$ cat src/rtl/panel_seq.sv
// -----------------------------------------------------------------------------
// panel_seq -- front-panel sequencer for the Q2 machine.
//
// Debounces the six panel buttons, then runs the run/stop/single-step state
// machine. Deposit, load-address and increment-address operations act on the
// panel address register. Deposits use a mem_we/mem_ack handshake.
//
// Parameters
//   AW        panel address width (RAM + field bit), must be >= DW
//   DW        data/switch width
//   DEBOUNCE  stable cycles before a button change is accepted (>= 2)
//
// Ports
//   clk        system clock, all state on rising edge
//   rst        asynchronous active-high reset
//   nsw        data switches, active-low
//   nstart_sw  start button, active-low
//   nstop_sw   stop button, active-low
//   nstep_sw   single-step button, active-low
//   ndep_sw    deposit button, active-low
//   nincp_sw   increment-address button, active-low
//   nload_sw   load-address button, active-low
//   halt_in    core detected "jmp $" (level)
//   cyc_done   core finished an instruction (1-cycle pulse)
//   mem_ack    memory accepted the pending write
//   run        core running (RUN state)
//   core_en    core may execute (RUN or STEP)
//   pc_load    1-cycle pulse: core loads its PC from pc_value
//   pc_value   panel address register
//   mem_we     deposit write request, held until mem_ack
//   mem_wdata  switch value captured when deposit was pressed
//   halted     sticky: the last stop was caused by halt_in
// -----------------------------------------------------------------------------
module panel_seq #(
  parameter int AW       = 13,
  parameter int DW       = 12,
  parameter int DEBOUNCE = 16
) (
  input  logic          clk,
  input  logic          rst,
  input  logic [DW-1:0] nsw,
  input  logic          nstart_sw,
  input  logic          nstop_sw,
  input  logic          nstep_sw,
  input  logic          ndep_sw,
  input  logic          nincp_sw,
  input  logic          nload_sw,
  input  logic          halt_in,
  input  logic          cyc_done,
  input  logic          mem_ack,
  output logic          run,
  output logic          core_en,
  output logic          pc_load,
  output logic [AW-1:0] pc_value,
  output logic          mem_we,
  output logic [DW-1:0] mem_wdata,
  output logic          halted
);

  // Button indices inside the debounce vectors.
  localparam int NB      = 6;
  localparam int B_START = 0;
  localparam int B_STOP  = 1;
  localparam int B_STEP  = 2;
  localparam int B_DEP   = 3;
  localparam int B_INCP  = 4;
  localparam int B_LOAD  = 5;

  // The counter only needs to reach DEBOUNCE-1.
  localparam int CW = (DEBOUNCE > 2) ? $clog2(DEBOUNCE) : 1;
  localparam logic [CW-1:0] CNT_ZERO = {CW{1'b0}};
  localparam logic [CW-1:0] CNT_ONE  = CW'(1);
  localparam logic [CW-1:0] CNT_LAST = CW'(DEBOUNCE - 1);
  localparam logic [AW-1:0] PC_ZERO  = {AW{1'b0}};
  localparam logic [AW-1:0] PC_ONE   = {{(AW-1){1'b0}}, 1'b1};

  typedef enum logic [1:0] {
    S_IDLE = 2'd0,
    S_RUN  = 2'd1,
    S_STEP = 2'd2,
    S_DEP  = 2'd3
  } state_t;

  // Zero-extend a switch word to the panel address width.
  function automatic logic [AW-1:0] widen(input logic [DW-1:0] d);
    logic [AW-1:0] w;
    w = {AW{1'b0}};
    for (int b = 0; b < DW; b++) begin
      w[b] = d[b];
    end
    return w;
  endfunction

  logic [NB-1:0] btn_raw;     // active-high "pressed", unsynchronised
  logic [NB-1:0] btn_sync1;
  logic [NB-1:0] btn_sync2;
  logic [NB-1:0] btn_state;   // debounced level
  logic [NB-1:0] btn_ev;      // 1-cycle accepted-press events
  logic [CW-1:0] btn_cnt [NB];
  logic [DW-1:0] sw_sync1;
  logic [DW-1:0] sw_sync2;    // switch value, already inverted to active-high
  state_t        state;

  assign btn_raw = {~nload_sw, ~nincp_sw, ~ndep_sw, ~nstep_sw, ~nstop_sw, ~nstart_sw};

  // Synchronise the data switches so captured values are never metastable.
  always_ff @(posedge clk or posedge rst) begin
    if (rst) begin
      sw_sync1 <= {DW{1'b0}};
      sw_sync2 <= {DW{1'b0}};
    end else begin
      sw_sync1 <= ~nsw;
      sw_sync2 <= sw_sync1;
    end
  end

  // Synchronise and debounce the buttons. The counter runs while the
  // synchronised level disagrees with the debounced level; after DEBOUNCE
  // consecutive disagreeing samples the debounced level flips. Only the
  // released->pressed flip produces an event, so one press gives one event
  // and a new press needs DEBOUNCE released samples first.
  always_ff @(posedge clk or posedge rst) begin
    if (rst) begin
      btn_sync1 <= {NB{1'b0}};
      btn_sync2 <= {NB{1'b0}};
      btn_state <= {NB{1'b0}};
      btn_ev    <= {NB{1'b0}};
      for (int i = 0; i < NB; i++) begin
        btn_cnt[i] <= CNT_ZERO;
      end
    end else begin
      btn_sync1 <= btn_raw;
      btn_sync2 <= btn_sync1;
      for (int i = 0; i < NB; i++) begin
        btn_ev[i] <= 1'b0;
        if (btn_sync2[i] != btn_state[i]) begin
          if (btn_cnt[i] == CNT_LAST) begin
            btn_cnt[i]   <= CNT_ZERO;
            btn_state[i] <= btn_sync2[i];
            btn_ev[i]    <= btn_sync2[i];
          end else begin
            btn_cnt[i] <= btn_cnt[i] + CNT_ONE;
          end
        end else begin
          btn_cnt[i] <= CNT_ZERO;
        end
      end
    end
  end

  // Panel state machine with registered outputs.
  always_ff @(posedge clk or posedge rst) begin
    if (rst) begin
      state     <= S_IDLE;
      run       <= 1'b0;
      core_en   <= 1'b0;
      pc_load   <= 1'b0;
      pc_value  <= PC_ZERO;
      mem_we    <= 1'b0;
      mem_wdata <= {DW{1'b0}};
      halted    <= 1'b0;
    end else begin
      pc_load <= 1'b0;
      case (state)
        S_IDLE: begin
          // The if-chain order is the event priority; a stop event in IDLE
          // has no action of its own but still swallows everything below it.
          if (btn_ev[B_STOP]) begin
            state <= S_IDLE;
          end else if (btn_ev[B_START]) begin
            state   <= S_RUN;
            run     <= 1'b1;
            core_en <= 1'b1;
            pc_load <= 1'b1;
            halted  <= 1'b0;
          end else if (btn_ev[B_STEP]) begin
            state   <= S_STEP;
            core_en <= 1'b1;
            pc_load <= 1'b1;
          end else if (btn_ev[B_DEP]) begin
            state     <= S_DEP;
            mem_wdata <= sw_sync2;
            mem_we    <= 1'b1;
          end else if (btn_ev[B_LOAD]) begin
            pc_value <= widen(sw_sync2);
          end else if (btn_ev[B_INCP]) begin
            pc_value <= pc_value + PC_ONE;
          end else begin
            state <= S_IDLE;
          end
        end
        S_RUN: begin
          if (btn_ev[B_STOP] || halt_in) begin
            state   <= S_IDLE;
            run     <= 1'b0;
            core_en <= 1'b0;
            halted  <= halt_in;
          end else begin
            state <= S_RUN;
          end
        end
        S_STEP: begin
          if (btn_ev[B_STOP] || halt_in) begin
            state   <= S_IDLE;
            core_en <= 1'b0;
            halted  <= halt_in;
          end else if (cyc_done) begin
            state   <= S_IDLE;
            core_en <= 1'b0;
          end else begin
            state <= S_STEP;
          end
        end
        S_DEP: begin
          // An ack coinciding with stop means memory already took the
          // write, so the address still advances past it.
          if (mem_ack) begin
            state    <= S_IDLE;
            mem_we   <= 1'b0;
            pc_value <= pc_value + PC_ONE;
          end else if (btn_ev[B_STOP]) begin
            state  <= S_IDLE;
            mem_we <= 1'b0;
          end else begin
            state <= S_DEP;
          end
        end
        default: begin
          state   <= S_IDLE;
          run     <= 1'b0;
          core_en <= 1'b0;
          mem_we  <= 1'b0;
        end
      endcase
    end
  end

endmodule

$ cat config.mk
export PLATFORM = sky130hd
export DESIGN_NAME = panel_seq
export DESIGN_NICKNAME = d
export VERILOG_FILES = /design/src/rtl/panel_seq.sv
export SDC_FILE = /design/constraint.sdc
export NUM_CORES = 1
export LEC_CHECK = 0
export BUFFER_PORTS_ARGS = -buffer_cell sky130_fd_sc_hd__clkbuf_2
export CORE_ASPECT_RATIO = 2
export CORE_MARGIN = 4
export CORE_UTILIZATION = 40
export CTS_BUF_LIST = sky130_fd_sc_hd__clkbuf_4
export CTS_CLUSTER_DIAMETER = 200
export DETAILED_ROUTE_END_ITERATION = 16
export PLACE_DENSITY = 0.55
export SLEW_MARGIN = 20
export SYNTH_ARGS = -nofsm -noshare
export SYNTH_HDL_FRONTEND = slang
export SYNTH_SLANG_ARGS = --single-unit
$ cat constraint.sdc
create_clock -name clk -period 3.9 [get_ports clk]
set_clock_uncertainty 0.2 [all_clocks]
set_input_delay 0.195 -clock clk [delete_from_list [all_inputs] [get_ports clk]]
set_output_delay 0.195 -clock clk [all_outputs]
set_load 0.02 [all_outputs]
==> PnR_summary.wiki, run 1 <==
{| class="wikitable"
! Metric !! Value
|-
| Result of the run || complete, no violations
|-
| Kind of capture point of the worst setup path || flip-flop
|-
| Mean post-synth cell area || between 10 and 15 um^2
|-
| Library cells used by synthesis || 45
|-
| Largest net degree at the start of global routing || 53
|-
| Critical-path maximum fanout || 9
|-
| VDD IR-drop max || roughly 0.00023 V
|-
| Number of warnings issued by yosys || 0
|-
| Area of the placeable core || roughly 0.010 mm^2
|-
| Count of max-cap constraint violations || 0
|-
| Worst Hold Endpoint || state[1]$_DFFE_PP0P_
|-
| Final number of setup-violating endpoints || 0
|-
| Number of DRC markers in iteration 0 || 132
|-
| Clock-pin transition on the worst setup and hold timing paths || roughly 0.17 ns
|-
| Crit share post-route || just over 70%
|-
| Flip-flop cell with the highest count after synthesis || sky130_fd_sc_hd__dfrtp_1
|-
| Combinational family with the most area after synthesis || simple AND/OR/NAND/NOR gates
|-
| Net Count, Synth || between 300 and 400
|-
| Initial core utilization || 40.5%
|-
| Post-synth top area cell || sky130_fd_sc_hd__dfrtp_1
|-
| Top area cells in the synthesized netlist || sky130_fd_sc_hd__dfrtp_1 (61%), sky130_fd_sc_hd__mux2_2 (4.8%), sky130_fd_sc_hd__a21oi_1 (4.0%), sky130_fd_sc_hd__ha_1 (3.2%), sky130_fd_sc_hd__inv_1 (2.9%)
|-
| Worst setup slack for register-to-register paths || approximately 1.1 ns
|-
| Vias after detailed routing || 2972
|-
| Simple logic cell fraction of the synthesized area || ~12%
|-
| Number of pins with negative max-slew slack in the final report || 0
|-
| Row cnt || 53
|-
| First-pass GRT wire length || ~15000 um
|-
| Post-Synth Adder-Cell Area || 3.24%
|-
| Number of I/O port buffers || 52
|-
| Power density relative to cell area || approximately 350 mW/mm^2
|-
| Most frequent cells in the layout || sky130_fd_sc_hd__dfrtp_1 (104), sky130_fd_sc_hd__clkbuf_2 (52), sky130_fd_sc_hd__a21oi_1 (34)
|-
| Fmax || 353 MHz
|-
| Number of placed instances, taps included || approximately 550
|-
| I/O pin cnt || 53
|-
| Clock insertion delay at the later pin of the skew report || between 0.4 and 0.5 ns
|-
| Die Span X || 80.8 um
|-
| Synthesized-area fraction occupied by ao, oa, aoi and oai cells || around an eighth
|-
| Cell count after synthesis || about 360
|-
| Root buffer selected by CTS || sky130_fd_sc_hd__clkbuf_4
|-
| Final Power || about 0.0018 W
|-
| Overflow left after global routing || 0
|-
| Type of element launching the critical path || flip-flop
|-
| Buffer levels on the longest clock path || 2
|-
| Antenna violations before repair || 1
|-
| Number of global-route vias before repair || between 3k and 4k
|-
| Transition at the pin with the smallest max-transition slack || about 0.99 ns
|-
| Synthesized cell area || approximately 0.0042 mm^2
|-
| Type of the most critical hold path || in2reg
|-
| Worst flop-to-flop path startpoint || state[0]$_DFFE_PP0P_
|-
| CTS tree || done
|-
| Number of standard cells in the layout, taps in and fillers out || 584
|-
| DR pass1 iterations || 4
|-
| Part of the Yosys area used for sequential elements || between 60% and 70%
|-
| Total CTS buffers || 9
|-
| Arrival time worst endpoint || 2.98 ns
|-
| DRC violation count after routing || 0
|-
| Worst setup path class || reg2reg
|-
| Multiplexer share of the synthesized area || 5.25%
|-
| Instance count along the most critical hold path || 5
|-
| Final weighted congestion in routability-driven placement || 0.812
|-
| Leakage || 2.39 nW
|-
| Worst reg2reg endpoint || pc_value[7]$_DFFE_PP0P_
|-
| Max-slew headroom at the worst pin || between 30% and 40%
|-
| Yosys top cell area share || slightly above 60%
|-
| Share of synthesized flip-flops with an asynchronous set or reset || 100%
|-
| Nets || between 400 and 500
|-
| Start point of the worst hold path || cyc_done
|-
| FF+latch count, synth || 104
|-
| Worst endpoint required time || just over 4 ns
|-
| Clock Sinks || about 100
|-
| Setup repair after global routing missed its margin || no
|-
| Detailed placement HPWL || between 6000 and 7000 um
|-
| Vias per cell || slightly above 5
|-
| Total global routing track utilization || ~15%
|-
| Area enclosed by the die boundary || 0.0124 mm^2
|-
| Area delta synth->final || 18.0%
|-
| Setup TNS after final layout || 0 ns
|-
| XOR/XNOR share of the synthesized area || approximately 2.5%
|-
| Fin. Hold Viols || 0
|-
| Worst hold margin || 0.0507 ns
|-
| Most common cell after layout, fill and taps aside || sky130_fd_sc_hd__dfrtp_1
|-
| Minimum period implied by the final worst setup slack || 2.83 ns
|-
| Length in cells of the worst reg-to-reg path || 6
|-
| Fraction of final layout cells sized beyond drive strength 1 || 21.1%
|-
| Aggregate routed wire length || 8690 um
|-
| Number of levels in the clock H-tree || 3
|-
| Die Span Y || ~150 um
|-
| Average wire per cell in the routed design || 14.9 um
|-
| Post-layout util || between 40% and 50%
|-
| Routed Antenna Nets || 0
|-
| Setup fix buffers added after clock tree synthesis || 0
|-
| EDFF count, synth || 0
|}
-- report_power, final --
| group | switching, W | total [W] | internal (W) |
|---|---|---|---|
| Sequential | 0.0000243 | 0.00114 | 0.00111 |
| Combinational | 0.0000476 | 0.0000936 | 0.0000459 |
| Clock | 0.000379 | 0.000524 | 0.000145 |
| Total | 0.000451 | 0.00176 | 0.00130 |
-- critical path, cell delays in order, from the launching register on --
cell and delay [ns]:
sky130_fd_sc_hd__dfrtp_1 0.45, sky130_fd_sc_hd__inv_1 0.09, sky130_fd_sc_hd__ha_1 0.28, sky130_fd_sc_hd__or3b_1 0.42
sky130_fd_sc_hd__o31ai_1 0.82, sky130_fd_sc_hd__nand2_2 0.17, sky130_fd_sc_hd__o22a_1 0.27
-- layer usage --
metal | global-route usage [%] | share of wire [%]
met1 | 18.3 | 40
met2 | 25.5 | 53
met5 | 0 | 0
met4 | 6.85 | 2.6
met3 | 4.16 | 4.8
-- worst max path at each step --
| stage | start | end | slack (ns) |
|---|---|---|---|
| after floorplan | rst | btn_cnt[0]$_DFF_PP0_ | 0.77 |
| after global placement | state[0]$_DFFE_PP0P_ | pc_value[7]$_DFFE_PP0P_ | 1.24 |
| after detailed placement | state[0]$_DFFE_PP0P_ | pc_value[7]$_DFFE_PP0P_ | 1.15 |
| after CTS | state[0]$_DFFE_PP0P_ | pc_value[7]$_DFFE_PP0P_ | 1.09 |
| after global routing | state[0]$_DFFE_PP0P_ | pc_value[0]$_DFFE_PP0P_ | 0.91 |
| final | state[0]$_DFFE_PP0P_ | pc_value[7]$_DFFE_PP0P_ | 1.07 |
-- logic make-up after synthesis --
family                     Yosys count
AOI/OAI and AO/OA                   84
xor gates and xnor gates            12
adders and majority gates           11
buffers and inverters               40
DFF                                104
muxes                               20
and+or+nand+nor                     91
-- synthesized netlist by cell type (2+ instances only) --
cell,count
sky130_fd_sc_hd__a21oi_1,34
sky130_fd_sc_hd__a2bb2oi_1,2
sky130_fd_sc_hd__a31oi_1,6
sky130_fd_sc_hd__a41o_1,2
sky130_fd_sc_hd__and3_1,4
sky130_fd_sc_hd__clkbuf_1,6
sky130_fd_sc_hd__dfrtp_1,104
sky130_fd_sc_hd__ha_1,11
sky130_fd_sc_hd__inv_1,33
sky130_fd_sc_hd__mux2_2,18
sky130_fd_sc_hd__mux2i_1,2
sky130_fd_sc_hd__nand2_1,6
sky130_fd_sc_hd__nand2b_1,3
sky130_fd_sc_hd__nand3_1,13
sky130_fd_sc_hd__nand4_1,3
sky130_fd_sc_hd__nand4b_1,6
sky130_fd_sc_hd__nor2_1,20
sky130_fd_sc_hd__nor2b_1,10
sky130_fd_sc_hd__nor3_1,5
sky130_fd_sc_hd__nor3b_1,12
sky130_fd_sc_hd__o21ai_0,23
sky130_fd_sc_hd__o22ai_1,2
sky130_fd_sc_hd__o31ai_1,4
sky130_fd_sc_hd__xnor2_1,12
-- registers in the layout, summed over array words and instances, names as in the netlist --
| name | cells |
|---|---|
| btn_cnt | 24 |
| pc_value | 13 |
| mem_wdata | 12 |
| sw_sync1 | 12 |
| sw_sync2 | 12 |
| btn_ev | 6 |
| btn_state | 6 |
| btn_sync1 | 6 |
| btn_sync2 | 6 |
| state | 2 |
| core_en | 1 |
| halted | 1 |
| mem_we | 1 |
| pc_load | 1 |
| run | 1 |
-- what timing repair did --
item	in CTS	in global routing
endpoints found under the setup margin	0	0
hold buffers	21	0
resized for setup	0	0
endpoints found under the hold margin	72	0
-- area by class of cell --
| type | count | area [um^2] |
|---|---|---|
| antenna | 1 | 2.50 |
| clock buffer | 9 | 67.6 |
| clock inverter | 7 | 60.1 |
| fill | 1041 | 5470 |
| inverter | 33 | 126 |
| multi-input combinational | 218 | 1490 |
| sequential | 104 | 2600 |
| tap | 137 | 171 |
| timing repair buffer | 75 | 485 |
-- metrics by stage --
| step | setup slack, ns | area [um^2] |
|---|---|---|
| final | 1.07 | 5010 |
| after global routing | 0.915 | 5010 |
| after CTS | 1.09 | 5010 |
| after detailed placement | 1.15 | 4670 |
| after global placement | 1.24 | 4670 |
| after floorplan | 0.773 | 4250 |
Note: power is estimated with default switching activity, not from simulation.
==> run 2, diff against run 1 <==
==> constraint.sdc (replaced) <==
create_clock -name clk -period 2.8 [get_ports clk]
set_clock_uncertainty 0.2 [all_clocks]
set_input_delay 0.14 -clock clk [delete_from_list [all_inputs] [get_ports clk]]
set_output_delay 0.14 -clock clk [all_outputs]
set_load 0.02 [all_outputs]
==> run 2 against run 1 <==
Compared with the run above:
- fmax up 14%
- routed wire length fell by 0.85%
- register-to-register slack worse by 0.76 ns
- design area up 1.9%
- count of clock-buffer cells in the layout unchanged
- power increased by 48%
- sequential share of layout area decreased by 0.96 points
- core utilization grew 0.90 points
- combinational power up 40%
- critical path type unchanged
- critical endpoint is now pc_value[12]$_DFFE_PP0P_
==> PnR_summary.wiki, run 2 (synthesis results as in run 1) <==
{| class="wikitable"
! Metric !! Value
|-
| Fraction of final layout cells sized beyond drive strength 1 || 21.7% (+0.65 points)
|-
| Vias after detailed routing || 2972 (unchanged)
|-
| Crit share post-route || 89.2% (+17 points)
|-
| Result of the run || complete, no violations
|-
| First-pass GRT wire length || 14900 um (+1.6%)
|-
| Number of levels in the clock H-tree || 3 (unchanged)
|-
| Vias per cell || 5.05 (-0.85%)
|-
| Clock-pin transition on the worst setup and hold timing paths || 0.17 ns (about the same)
|-
| Sequential share of power || 60.9% (-3.9 points)
|-
| Setup TNS after final layout || 0 ns (unchanged)
|-
| Count of max-cap constraint violations || 0 (unchanged)
|-
| Buffer levels on the longest clock path || 2 (unchanged)
|-
| Post-layout util || 48.7% (+0.90 points)
|-
| Worst setup path class || reg2reg
|-
| Kind of capture point of the worst setup path || flip-flop
|-
| Nets || 480 (+1.1%)
|-
| Most frequent cells in the layout || sky130_fd_sc_hd__dfrtp_1 (104), sky130_fd_sc_hd__clkbuf_2 (52), sky130_fd_sc_hd__a21oi_1 (34)
|-
| Final Power || 0.00260 W (+48%)
|-
| Row cnt || 53 (unchanged)
|-
| Top register by number of flip-flops || btn_cnt
|-
| Clock Power Share || 34.0% (+4.1 points)
|-
| Number of I/O port buffers || 52 (unchanged)
|-
| Largest net degree at the start of global routing || 105 (+98%)
|-
| Type of the most critical hold path || in2reg
|-
| VDD IR-drop max || 0.000333 V (+42%)
|-
| Total global routing track utilization || 15.6% (+0.18 points)
|-
| Die Span X || 80.8 um (unchanged)
|-
| Area delta synth->final || 20.2%
|-
| Area enclosed by the die boundary || 0.0124 mm^2 (unchanged)
|-
| Average wire per cell in the routed design || 14.6 um (-1.7%)
|-
| Cell area after placement || 0.00471 mm^2 (+0.94%)
|-
| Final number of setup-violating endpoints || 0 (unchanged)
|-
| Leakage || 2.44 nW (+1.8%)
|-
| Overflow left after global routing || 0 (unchanged)
|-
| Cell-internal power || 0.00199 W (+52%)
|-
| Comb power frac || 5.0% (-0.3 points)
|-
| Detailed placement HPWL || 6050 um (-1.7%)
|-
| Area of the placeable core || 0.0105 mm^2 (unchanged)
|-
| Biggest registers after layout || btn_cnt (24), pc_value (13)
|-
| Initial core utilization || 40.5% (unchanged)
|-
| Worst setup slack for register-to-register paths || 0.30 ns (-0.76 ns)
|-
| Post-route cell area || 0.00510 mm^2 (+1.9%)
|-
| Area of the multi-input gates || 0.00149 mm^2 (unchanged)
|-
| Sequential cell area || 0.00260 mm^2 (unchanged)
|-
| Fillers || 1042 (+0.096%)
|-
| Power density relative to cell area || 510 mW/mm^2 (+45%)
|-
| Number of global-route vias before repair || 3102 (+2.4%)
|-
| Arrival time worst endpoint || 2.69 ns (-0.29 ns)
|-
| Type of element launching the critical path || flip-flop
|-
| Switching share of power || 23.6% (-2.1 points)
|-
| Total CTS buffers || 9 (unchanged)
|-
| Max-slew headroom at the worst pin || 50.7% (+17 points)
|-
| Setup fix buffers added after clock tree synthesis || 0 (unchanged)
|-
| Number of flip-flops under the largest register name || 24 (unchanged)
|-
| Final weighted congestion in routability-driven placement || 0.813 (+0.11%)
|-
| Fmax || 401 MHz (+14%)
|-
| Aggregate routed wire length || 8610 um (-0.85%)
|-
| Routed Antenna Nets || 0 (unchanged)
|-
| Setup repair after global routing missed its margin || no
|-
| Minimum period implied by the final worst setup slack || 2.50 ns (-0.337 ns)
|-
| DR pass1 iterations || 4 (unchanged)
|-
| Power spent charging and discharging nets || 0.000613 W (+36%)
|-
| Root buffer selected by CTS || sky130_fd_sc_hd__clkbuf_4
|-
| Most common cell after layout, fill and taps aside || sky130_fd_sc_hd__dfrtp_1
|-
| Clock insertion delay at the later pin of the skew report || 0.46 ns (about the same)
|-
| Number of DRC markers in iteration 0 || 135 (+2.3%)
|-
| DRC violation count after routing || 0 (unchanged)
|-
| I/O pin cnt || 53 (unchanged)
|-
| Worst endpoint required time || 3.00 ns (-1.05 ns)
|-
| Critical-path maximum fanout || 9 (unchanged)
|-
| Clock Sinks || 104 (unchanged)
|-
| Antenna violations before repair || 1 (unchanged)
|-
| Number of pins with negative max-slew slack in the final report || 0 (unchanged)
|-
| Die Span Y || 154 um (unchanged)
|-
| Transition at the pin with the smallest max-transition slack || 0.740 ns (-0.253 ns)
|-
| CTS tree || done
|-
| Fin. Hold Viols || 0 (unchanged)
|}
## run 2: cell count changes in the layout (fill, tap and decap cells not counted), sizes merged
cell	change
bufinv	+2
clkinvlp	+1
buf	+4
inv	-3
dlygate4sd3	+1
## run 2: power by group through the flow
stage               Clock [W]  Sequential [W]  Combinational, W
floorplan                   0         0.00160         0.0000734
global placement            0         0.00161          0.000108
detailed placement          0         0.00161          0.000111
CTS                  0.000923         0.00159          0.000136
global route         0.000984         0.00159          0.000154
finish               0.000886         0.00158          0.000131
## run 2: final timing paths
path                                             to              startpoint  depth (start not counted)
min in group asynchronous        mem_we$_DFFE_PP0P_                     rst                          4
setup reg to reg           pc_value[12]$_DFFE_PP0P_    state[1]$_DFFE_PP0P_                          6
setup / recovery           pc_value[12]$_DFFE_PP0P_    state[1]$_DFFE_PP0P_                          6
max in group asynchronous   pc_value[3]$_DFFE_PP0P_                     rst                          4
hold reg to reg              btn_sync2[2]$_DFF_PP0_  btn_sync1[2]$_DFF_PP0_                          0
hold / removal               btn_sync1[4]$_DFF_PP0_                nincp_sw                          3
## run 2: cell type report
| type | instances | area share, % |
|---|---|---|
| clock inverters | 7 | 1.96 |
| well taps | 137 | 3.36 |
| inverters | 33 | 2.50 |
| repair buffers | 80 | 10.5 |
| flip-flops and latches | 104 | 51.0 |
| multi-input cells | 218 | 29.3 |
| clock buffers | 9 | 1.32 |
| diodes | 1 | 0.0490 |
## run 2: routing by layer
layer  vias to the layer above  track usage (%)  part of all wire (%)
li1                       1437                -                     -
met1                      1451             18.6                    40
met2                        70             26.6                    54
met3                        14             3.28                   4.1
met4                         0             6.37                   2.2
met5                         -                0                     0
## run 2: critical path: stages, from the launching register on
cell and delay (ns):
sky130_fd_sc_hd__dfrtp_1 0.44, sky130_fd_sc_hd__inv_1 0.10, sky130_fd_sc_hd__ha_1 0.28, sky130_fd_sc_hd__or3b_1 0.42
sky130_fd_sc_hd__o31a_4 0.34, sky130_fd_sc_hd__or4_1 0.51, sky130_fd_sc_hd__a21oi_1 0.15
## run 2: what timing repair did
item                                   CTS  global route
gates resized for setup                  0             0
endpoints found under the hold margin  127             0
hold buffers                            22             0
## run 2: per-stage QoR
stage / hold WS [ns] / worst slack (ns) / cells
2_1_floorplan: -0.000590 / 0.473 / 362
4_1_cts: 0.0768 / 0.309 / 588
3_3_place_gp: 0.0821 / 0.404 / 550
3_5_place_dp: 0.0853 / 0.341 / 550
6_report: 0.124 / 0.303 / 589
5_1_grt: 0.0930 / 0.110 / 589
==> run 3, diff against run 2 <==
--- a/config.mk
+++ b/config.mk
@@ -6,6 +6,7 @@
 export NUM_CORES = 1
 export LEC_CHECK = 0
 export BUFFER_PORTS_ARGS = -buffer_cell sky130_fd_sc_hd__clkbuf_2
+export CAP_MARGIN = 10
 export CORE_ASPECT_RATIO = 2
 export CORE_MARGIN = 4
 export CORE_UTILIZATION = 40
==> constraint.sdc (replaced) <==
create_clock -name clk -period 2.7 [get_ports clk]
set_clock_uncertainty 0.2 [all_clocks]
set_input_delay 0.135 -clock clk [delete_from_list [all_inputs] [get_ports clk]]
set_output_delay 0.135 -clock clk [all_outputs]
set_load 0.02 [all_outputs]
==> run 3 against run 2 <==
Compared with the run above:
- core utilization shrank 0.14 points
- via count grew 1.1%
- routed wire length grew 2.1%
- critical path type unchanged
==> PnR_summary.wiki, run 3 (synthesis results as in run 1) <==
{| class="wikitable"
! Metric !! Value
|-
| Worst endpoint required time || 2.88 ns (-0.12 ns)
|-
| Setup TNS after final layout || 0 ns (unchanged)
|-
| Comb power frac || 5.3% (+0.3 points)
|-
| Power spent charging and discharging nets || 0.000643 W (+4.7%)
|-
| Result of the run || complete, no violations
|-
| Total buffers and inverters traversed by the critical path || 1 (unchanged)
|-
| Type of element launching the critical path || flip-flop
|-
| Average wire per cell in the routed design || 14.9 um (+1.9%)
|-
| Root buffer selected by CTS || sky130_fd_sc_hd__clkbuf_4
|-
| Die Span X || 80.8 um (unchanged)
|-
| Antenna violations before repair || 1 (unchanged)
|-
| Area enclosed by the die boundary || 0.0124 mm^2 (unchanged)
|-
| Clock Power Share || 31.8% (-2.2 points)
|-
| Final Power || 0.00261 W (+0.39%)
|-
| Area delta synth->final || 19.8%
|-
| Cell at the slowest stage of the critical path || sky130_fd_sc_hd__or4_1
|-
| Cell family with most CP delay || simple AND/OR/NAND/NOR gates
|-
| Row cnt || 53 (unchanged)
|-
| Max-slew headroom at the worst pin || 52.1% (+1.4 points)
|-
| Final weighted congestion in routability-driven placement || 0.840 (+3.4%)
|-
| VDD IR-drop max || 0.000293 V (-12%)
|-
| Most frequent cells in the layout || sky130_fd_sc_hd__dfrtp_1 (104), sky130_fd_sc_hd__clkbuf_2 (52), sky130_fd_sc_hd__a21oi_1 (34)
|-
| Nets || 481 (+0.21%)
|-
| Area of the placeable core || 0.0105 mm^2 (unchanged)
|-
| Number of I/O port buffers || 52 (unchanged)
|-
| Delay of the slowest cell on the worst path || 0.51 ns (about the same)
|-
| Cell area after placement || 0.00472 mm^2 (+0.16%)
|-
| Worst setup margin || 0.181 ns (-0.122 ns)
|-
| Clock-pin transition on the worst setup and hold timing paths || 0.17 ns (about the same)
|-
| Number of global-route vias before repair || 3119 (+0.55%)
|-
| Minimum period implied by the final worst setup slack || 2.52 ns (+0.0221 ns)
|-
| Buffer levels on the longest clock path || 2 (unchanged)
|-
| Vias after detailed routing || 3005 (+1.1%)
|-
| Overflow left after global routing || 0 (unchanged)
|-
| DR pass1 iterations || 4 (unchanged)
|-
| Vias per cell || 5.09 (+0.94%)
|-
| Fin. Hold Viols || 0 (unchanged)
|-
| First-pass GRT wire length || 14800 um (-1.0%)
|-
| Setup fix buffers added after clock tree synthesis || 0 (unchanged)
|-
| Setup repair after global routing missed its margin || no
|-
| Number of pins with negative max-slew slack in the final report || 0 (unchanged)
|-
| Power density relative to cell area || 513 mW/mm^2 (+0.69%)
|-
| Initial core utilization || 40.5% (unchanged)
|-
| Routed Antenna Nets || 0 (unchanged)
|-
| Switching share of power || 24.6% (+1.0 points)
|-
| Sequential share of power || 62.9% (+2.0 points)
|-
| Count of max-cap constraint violations || 0 (unchanged)
|-
| CTS tree || done
|-
| Leakage || 2.43 nW (-0.35%)
|-
| Kind of capture point of the worst setup path || flip-flop
|-
| Final number of setup-violating endpoints || 0 (unchanged)
|-
| Detailed placement HPWL || 6190 um (+2.4%)
|-
| Clock Sinks || 104 (unchanged)
|-
| DRC violation count after routing || 0 (unchanged)
|-
| Die Span Y || 154 um (unchanged)
|-
| Total global routing track utilization || 15.4% (-0.17 points)
|-
| Critical path cell sequence || inv_1 > ha_1 > or3b_1 > o31a_4 > or4_1 > a21oi_1
|-
| Type of the most critical hold path || in2reg
|-
| Cell-internal power || 0.00197 W (-0.95%)
|-
| Worst setup slack for register-to-register paths || 0.18 ns (-0.12 ns)
|-
| Clock insertion delay at the later pin of the skew report || 0.45 ns (about the same)
|-
| Top register by number of flip-flops || btn_cnt
|-
| Post-placement setup slack || 0.236 ns (-0.105 ns)
|-
| Fmax || 397 MHz (-0.88%)
|-
| Post-route cell area || 0.00509 mm^2 (-0.29%)
|-
| Number of flip-flops under the largest register name || 24 (unchanged)
|-
| Sequential cell area || 0.00260 mm^2 (unchanged)
|-
| Biggest registers after layout || btn_cnt (24), pc_value (13)
|-
| Total CTS buffers || 9 (unchanged)
|-
| Worst setup path class || reg2reg
|-
| Crit share post-route || 93.3% (+4.1 points)
|-
| Aggregate routed wire length || 8790 um (+2.1%)
|-
| Fillers || 1025 (-1.6%)
|-
| Critical-path maximum fanout || 9 (unchanged)
|-
| Arrival time worst endpoint || 2.69 ns (about the same)
|-
| Most common cell after layout, fill and taps aside || sky130_fd_sc_hd__dfrtp_1
|-
| Area of the multi-input gates || 0.00149 mm^2 (unchanged)
|-
| Transition at the pin with the smallest max-transition slack || 0.719 ns (-0.0211 ns)
|-
| Number of levels in the clock H-tree || 3 (unchanged)
|-
| I/O pin cnt || 53 (unchanged)
|-
| Fraction of final layout cells sized beyond drive strength 1 || 21.9% (+0.17 points)
|-
| Largest net degree at the start of global routing || 105 (unchanged)
|-
| Number of DRC markers in iteration 0 || 169 (+25%)
|}
-- run 3: changes by cell type in the layout (fill, tap and decap cells not counted) --
cell and delta:
sky130_fd_sc_hd__buf_4 +1, sky130_fd_sc_hd__bufinv_16 -1, sky130_fd_sc_hd__clkinvlp_4 +1
-- run 3: power groups by stage --
stage	Sequential, W	Combinational, W	Clock (W)
floorplan	0.00166	0.0000761	0
global placement	0.00167	0.000112	0
detailed placement	0.00167	0.000117	0
CTS	0.00165	0.000143	0.000868
global route	0.00165	0.000161	0.000920
finish	0.00164	0.000138	0.000830
-- run 3: layout make-up --
| type | count | share of cell area [%] |
|---|---|---|
| sequential | 104 | 51.2 |
| inverter | 33 | 2.51 |
| antenna | 1 | 0.0492 |
| timing repair buffer | 81 | 10.7 |
| multi-input combinational | 218 | 29.3 |
| tap | 137 | 3.37 |
| clock buffer | 9 | 1.33 |
| clock inverter | 7 | 1.52 |
-- run 3: worst paths after layout --
path                                       start                        to  depth (start not counted)
setup / recovery            state[0]$_DFFE_PP0P_  pc_value[12]$_DFFE_PP0P_                          6
hold / removal                            nsw[6]     sw_sync1[6]$_DFF_PP0_                          3
setup reg to reg            state[0]$_DFFE_PP0P_  pc_value[12]$_DFFE_PP0P_                          6
hold reg to reg            sw_sync1[8]$_DFF_PP0_     sw_sync2[8]$_DFF_PP0_                          0
max in group asynchronous                    rst     sw_sync1[9]$_DFF_PP0_                          4
min in group asynchronous                    rst  btn_state[2]$_DFFE_PP0P_                          4
-- run 3: per-layer routing --
layer / global-route usage [%] / share of wire [%] / vias up
met5: 0 / 0 / -
met3: 3.17 / 4.1 / 14
met2: 26.1 / 54 / 68
met1: 18.4 / 40 / 1480
met4: 6.69 / 2.4 / 0
li1: - / - / 1443
-- run 3: stage by stage --
stage	hold slack [ns]	std cells	utilization (%)
5_1_grt	0.106	590	48.6
3_3_place_gp	0.0774	551	45.0
3_5_place_dp	0.0799	551	45.0
2_1_floorplan	-0.00559	362	-
6_report	0.135	590	48.6
4_1_cts	0.0966	589	48.5
-- run 3: repair_timing --
item | in CTS | in global routing
gates resized for setup | 0 | 0
hold endpoints to repair | 130 | 0
hold buffers | 22 | 0
endpoints found under the setup margin | 0 | 0
-- run 3: worst register-to-register path, stage by stage (launching register included) --
cell                      delay, ns
sky130_fd_sc_hd__dfrtp_1       0.45
sky130_fd_sc_hd__inv_1         0.10
sky130_fd_sc_hd__ha_1          0.28
sky130_fd_sc_hd__or3b_1        0.42
sky130_fd_sc_hd__o31a_4        0.34
sky130_fd_sc_hd__or4_1         0.51
sky130_fd_sc_hd__a21oi_1       0.16
